<file path="config.mk">
export PLATFORM = sky130hd
export DESIGN_NAME = trigger_gen_flat
export DESIGN_NICKNAME = d
export VERILOG_FILES = /design/src/rtl/trigger_pkg.sv /design/src/rtl/trigger_gen_if.sv /design/src/rtl/trigger_chan.sv /design/src/rtl/trigger_gen.sv /design/src/flat_wrapper.sv
export SDC_FILE = /design/constraint.sdc
export NUM_CORES = 1
export LEC_CHECK = 0
export CAP_MARGIN = 10
export CORE_ASPECT_RATIO = 1.25
export CORE_MARGIN = 2
export CORE_UTILIZATION = 50
export DETAILED_ROUTE_END_ITERATION = 16
export PLACE_DENSITY = 0.75
export SYNTH_ARGS = -nofsm -noshare
export SYNTH_HDL_FRONTEND = slang
export SYNTH_SLANG_ARGS = --single-unit
</file>
<file path="constraint.sdc">
create_clock -name clk -period 2.7 [get_ports clk]
set_input_delay 0.27 -clock clk [delete_from_list [all_inputs] [get_ports clk]]
set_output_delay 0.27 -clock clk [all_outputs]
set_load 0.05 [all_outputs]
</file>
<file path="src/rtl/trigger_pkg.sv">
// trigger_pkg: shared types and parameter defaults for the trigger generator.
//   trg_mode_e   - per-channel mode (periodic / one-shot)
//   chan_state_e - one-shot channel state (IDLE / ARMED)
//   CH_DEF/CW_DEF - default channel count and counter width
package trigger_pkg;
  localparam int CH_DEF = 4;
  localparam int CW_DEF = 8;

  typedef enum logic {
    TRG_PERIODIC = 1'b0,
    TRG_ONESHOT  = 1'b1
  } trg_mode_e;

  typedef enum logic {
    IDLE  = 1'b0,
    ARMED = 1'b1
  } chan_state_e;
endpackage

</file>
<file path="src/rtl/trigger_gen_if.sv">
// trigger_gen_if: control/status bundle of the trigger generator.
//   en, mode, start  - per-channel control (CH bits each)
//   period           - per-channel period, channel i in period[i]
//   trigger, busy    - per-channel registered status
// master drives control and reads status; slave is the generator side.
interface trigger_gen_if
  import trigger_pkg::*;
#(
  parameter int CH = CH_DEF,
  parameter int CW = CW_DEF
);
  logic [CH-1:0]         en;
  logic [CH-1:0]         mode;
  logic [CH-1:0]         start;
  logic [CH-1:0][CW-1:0] period;
  logic [CH-1:0]         trigger;
  logic [CH-1:0]         busy;

  modport master (output en, mode, start, period, input trigger, busy);
  modport slave  (input en, mode, start, period, output trigger, busy);
endinterface

</file>
<file path="src/rtl/trigger_chan.sv">
// trigger_chan: one trigger channel (counter + one-shot state machine).
//   clk, reset - clock, synchronous active-low reset
//   nul_s      - synchronized clear, overrides everything but reset
//   en         - count enable; low freezes count and armed state
//   mode       - periodic or one-shot
//   start      - one-shot arm / restart pulse
//   period     - period in cycles, 0 disables the channel
//   trigger    - registered one-cycle pulse on terminal count
//   busy       - registered count-in-progress flag
module trigger_chan
  import trigger_pkg::*;
#(
  parameter int CW = CW_DEF
) (
  input  logic          clk,
  input  logic          reset,
  input  logic          nul_s,
  input  logic          en,
  input  trg_mode_e     mode,
  input  logic          start,
  input  logic [CW-1:0] period,
  output logic          trigger,
  output logic          busy
);
  logic [CW-1:0] cnt;
  chan_state_e   state;
  trg_mode_e     mode_q;
  logic          done;

  // >= rather than == so that shrinking period mid-count ends the count
  // on the next edge instead of wrapping through 2^CW.
  assign done = (period != '0) && (cnt >= period - CW'(1));

  always_ff @(posedge clk) begin
    if (!reset) begin
      cnt     <= '0;
      state   <= IDLE;
      trigger <= 1'b0;
      busy    <= 1'b0;
      mode_q  <= mode;
    end else begin
      mode_q  <= mode;
      trigger <= 1'b0;
      busy    <= (period != '0) &&
                 ((mode == TRG_ONESHOT) ? (state == ARMED) : en);
      if (nul_s || (mode != mode_q) || (period == '0)) begin
        cnt   <= '0;
        state <= IDLE;
      end else if (mode == TRG_PERIODIC) begin
        state <= IDLE;
        if (en) begin
          cnt     <= done ? '0 : cnt + CW'(1);
          trigger <= done;
        end
      end else if (en) begin
        if (start) begin
          // arm from IDLE, or restart the count while ARMED
          state <= ARMED;
          cnt   <= '0;
        end else if (state == ARMED) begin
          if (done) begin
            cnt     <= '0;
            state   <= IDLE;
            trigger <= 1'b1;
          end else begin
            cnt <= cnt + CW'(1);
          end
        end
      end
    end
  end
endmodule

</file>
<file path="src/rtl/trigger_gen.sv">
// trigger_gen: CH independent periodic / one-shot trigger channels.
//   clk   - sole clock
//   reset - synchronous active-low reset
//   nul   - asynchronous clear request, synchronized here (2 flops)
//   bus   - trigger_gen_if.slave: en/mode/start/period in, trigger/busy out
module trigger_gen
  import trigger_pkg::*;
#(
  parameter int CH = CH_DEF,
  parameter int CW = CW_DEF
) (
  input  logic          clk,
  input  logic          reset,
  input  logic          nul,
  trigger_gen_if.slave  bus
);
  logic [1:0]    nul_pipe;
  logic          nul_s;
  logic [CH-1:0] trig_w;
  logic [CH-1:0] busy_w;

  always_ff @(posedge clk) begin
    if (!reset) nul_pipe <= '0;
    else        nul_pipe <= {nul_pipe[0], nul};
  end
  assign nul_s = nul_pipe[1];

  for (genvar i = 0; i < CH; i++) begin : g_chan
    trigger_chan #(.CW(CW)) u_chan (
      .clk     (clk),
      .reset   (reset),
      .nul_s   (nul_s),
      .en      (bus.en[i]),
      .mode    (trg_mode_e'(bus.mode[i])),
      .start   (bus.start[i]),
      .period  (bus.period[i]),
      .trigger (trig_w[i]),
      .busy    (busy_w[i])
    );
  end

  assign bus.trigger = trig_w;
  assign bus.busy    = busy_w;
endmodule

</file>
<file path="src/flat_wrapper.sv">
// flat-port wrapper written by rule: the top's interface ports become plain ports
module trigger_gen_flat import trigger_pkg::*;
#(
  parameter int CH = CH_DEF,
  parameter int CW = CW_DEF
)
  (clk, reset, nul, bus_en, bus_mode, bus_start, bus_period, bus_trigger, bus_busy);
  trigger_gen_if #(.CH(CH), .CW(CW)) bus_i ();
  input  logic clk;
  input  logic reset;
  input  logic nul;
  input wire logic [$bits(bus_i.en)-1:0] bus_en;
  input wire logic [$bits(bus_i.mode)-1:0] bus_mode;
  input wire logic [$bits(bus_i.start)-1:0] bus_start;
  input wire logic [$bits(bus_i.period)-1:0] bus_period;
  output wire logic [$bits(bus_i.trigger)-1:0] bus_trigger;
  output wire logic [$bits(bus_i.busy)-1:0] bus_busy;
  assign bus_i.en = bus_en;
  assign bus_i.mode = bus_mode;
  assign bus_i.start = bus_start;
  assign bus_i.period = bus_period;
  assign bus_trigger = bus_i.trigger;
  assign bus_busy = bus_i.busy;
  trigger_gen #(.CH(CH), .CW(CW)) u_core (.clk(clk), .reset(reset), .nul(nul), .bus(bus_i));
endmodule
</file>
==> metrics.txt <==
Final Hold Viols=0; port bufs=54; WP data arrival=about 2900 ps; wire per inst=14.1 um; commonest non-fill, non-tap cell in the layout=buf_4; Slew HR=0.514; warning count from the yosys run=0; Startpoint Class=primary input; clk_lat worst skew=300 ps; critical-path cell list=dlygate4sd2_1 -> or3_1 -> or3_4 -> buf_4 -> xor2_1 -> ha_2 -> a21o_1 -> a21oi_2 -> o31ai_4 -> or2_1 -> buf_4 -> nor3_1 -> a31o_2; Syn Area/Cell=8.66 um^2; clk root buf=clkbuf_8; FF+latch count, synth=50; largest family of logic cells by synthesized area=simple AND/OR/NAND/NOR gates; mux cell area share after synthesis=0.0177; post-synth net total=504; GR Util met2=0.408; total CTS buffers=5; Synth Area in Simple Gates=0.260; Synth Area in Adders=0.139; post-synthesis xor/xnor area fraction=0.0873; Hold Buf Count CTS=0; Vias=3379; layout cells sized above 1=0.197; Overall Power=0.00166 W; status=completed; first-pass GRT wire length=14200 um; gr busiest metal=met2; sequential cell area fraction in the yosys report=0.277; ys async rst share=0; post-route ant nets=0; crit-path most repeated cell=buf_4; Critical Path RT=2950 ps; met1 Usage GRT=0.247; setup TNS=0 ps; die width=80.0 um; compound-cell area share of the yosys netlist=0.175; TritonRoute pass-1 iters=5; max cap viols=0; post-DP HPWL=6540 um; Tot GR Track Use=0.218; most used flip-flop cell after synthesis=dfxtp_1; Critical Path End Type=register; Hold Path Class=reg2reg; M3 GR Usage=0.0266; fillers=between 500 and 600; # setup viols final=0; CTS tree=yes; die area=7920 um^2; detailed-route DRC error count=0; crit path max fanout=4; Post-Synthesis Cells=417; # nets final=between 600 and 700; Overflow after GRT=0; placer congestion estimate=around 0.85; Yosys cell types=62; unrepaired setup endpoints after global routing=true; Cell Rows=34; initial antenna violation count=0; Crit Path Category=in2reg; most frequent cells in the layout=buf_4, dfxtp_1, clkdlybuf4s50_1, ha_1, nand2_1; Slew Limit Fails=0; H-Tree Depth=2; Post-Syn Area=around 3600 um^2; Critical Path Max Stage Delay=380 ps; clock-pin slew on the worst setup and hold paths=90 ps; vias in the first global route=3408; skew final=8.28 ps; Final period util=0.979; CTS Buffer Depth=2; Vias per Instance=between 5 and 6; Post-synth EDFFs=0; Achievable Freq=0.378 GHz; I/O pin total=55; Area growth, synth to finish=35.3%; clk sinks=50; core region area=roughly 7000 um^2; final antenna diode count=0; min cycle time layout=~2600 ps; pin count of the biggest net entering global routing=16; Initial Utilization=0.518; DRC marker count from the first detailed-route iteration=108; Cell Pwr Density=about 340 nW/um^2; Chip Height=99.0 um; Max IR drop VDD=0.316 mV; LEAKAGE=between 2 and 2.5 nW; Max stage delay cell, worst path=or3_1; worst slew pin tran=721 ps; WL final=8590 um
-- cell type report --
class / instances / area [um^2] / share of cell area
Multi-Input combinational cell: 334 / 2640 / 0.541
Sequential cell: 50 / 1000 / 0.205
Timing Repair Buffer: 105 / 938 / 0.192
Tap cell: 90 / 113 / 0.0230
Inverter: 22 / 82.6 / 0.0169
Clock buffer: 6 / 72.6 / 0.0149
Clock inverter: 2 / 37.5 / 0.00768
-- power by group --
| group | internal, W | switching [W] | total [W] |
|---|---|---|---|
| clock | 0.000277 | 0.000255 | 0.000531 |
| sequential | 0.000748 | 0.00000731 | 0.000756 |
| combinational | 0.000195 | 0.000182 | 0.000378 |
| total | 0.00122 | 0.000444 | 0.00166 |
-- flip-flops by register name (all words and copies together) (netlist names) --
signal,count
u_core.g_chan.u_chan.cnt,32
u_core.g_chan.u_chan.busy,4
u_core.g_chan.u_chan.mode_q,4
u_core.g_chan.u_chan.state,4
u_core.g_chan.u_chan.trigger,4
u_core.nul_pipe,2
-- Yosys cell counts, types with 7 or more instances --
cell type / number / area [um^2]
nor2b_1: 7 / 43.8
nand3_1: 21 / 105
xor2_1: 16 / 140
nand2_1: 29 / 109
buf_4: 9 / 67.6
a21oi_1: 15 / 75.1
nor3_1: 18 / 90.1
xnor2_1: 20 / 175
nor3b_1: 7 / 52.6
o21ai_0: 19 / 95.1
o31ai_1: 9 / 67.6
dfxtp_1: 50 / 1000
ha_1: 40 / 500
nand2b_1: 14 / 87.6
and3_1: 12 / 75.1
nor2_1: 24 / 90.1
inv_1: 22 / 82.6
-- path summary, 6_finish.rpt --
path | from | endpoint | slack (ps) | cells after the start
min | u_core.nul_pipe[0] | u_core.nul_pipe[1] | 450 | 1
max | bus_period[3] | u_core.g_chan[0].u_chan.cnt[2] | 60 | 13
max reg2reg | u_core.g_chan[1].u_chan.cnt[0] | u_core.g_chan[1].u_chan.cnt[0] | 500 | 8
min reg2reg | u_core.nul_pipe[0] | u_core.nul_pipe[1] | 450 | 1
-- cell families (layout without fill, tap and decap cells) --
| kind of cell | after synthesis | in the layout |
|---|---|---|
| AND/OR/NAND/NOR | 168 | 168 |
| AO/OA/AOI/OAI | 84 | 84 |
| flip-flops | 50 | 50 |
| adder cells (fa/ha/maj) | 40 | 40 |
| XOR/XNOR | 36 | 36 |
| buffers and inverters | 33 | 135 |
| multiplexers | 6 | 6 |
-- stage by stage --
stage                     hold WS, ps  utilization  setup WS, ps  cell area [um^2]  instances
after floorplan                   298            -           119              3610        417
after CTS                         449        0.680         0.901              4740        606
after global routing              465        0.700         -2.79              4890        609
after global placement            416        0.646          -329              4500        592
final                             448        0.700          57.4              4890        609
after detailed placement          430        0.646          -494              4500        592
-- critical path: cells and delay by family --
family | cells | cell delay [ps]
buf+inv | 3 | 530
compound gates | 4 | 600
fa+ha+maj | 1 | 180
simple gates | 4 | 1180
xor+xnor | 1 | 140
-- per-layer routing --
metal	wire length [um]	up-vias
li1	-	1723
met3	254	21
met5	0	-
met2	4410	66
met1	3710	1569
met4	214	0
-- timing repair --
item,in CTS,in global routing
endpoints found under the setup margin,16,21
setup buffers,6,3
resized for setup,23,26
pin swaps,18,19
Power figures use the tool's default switching activity.
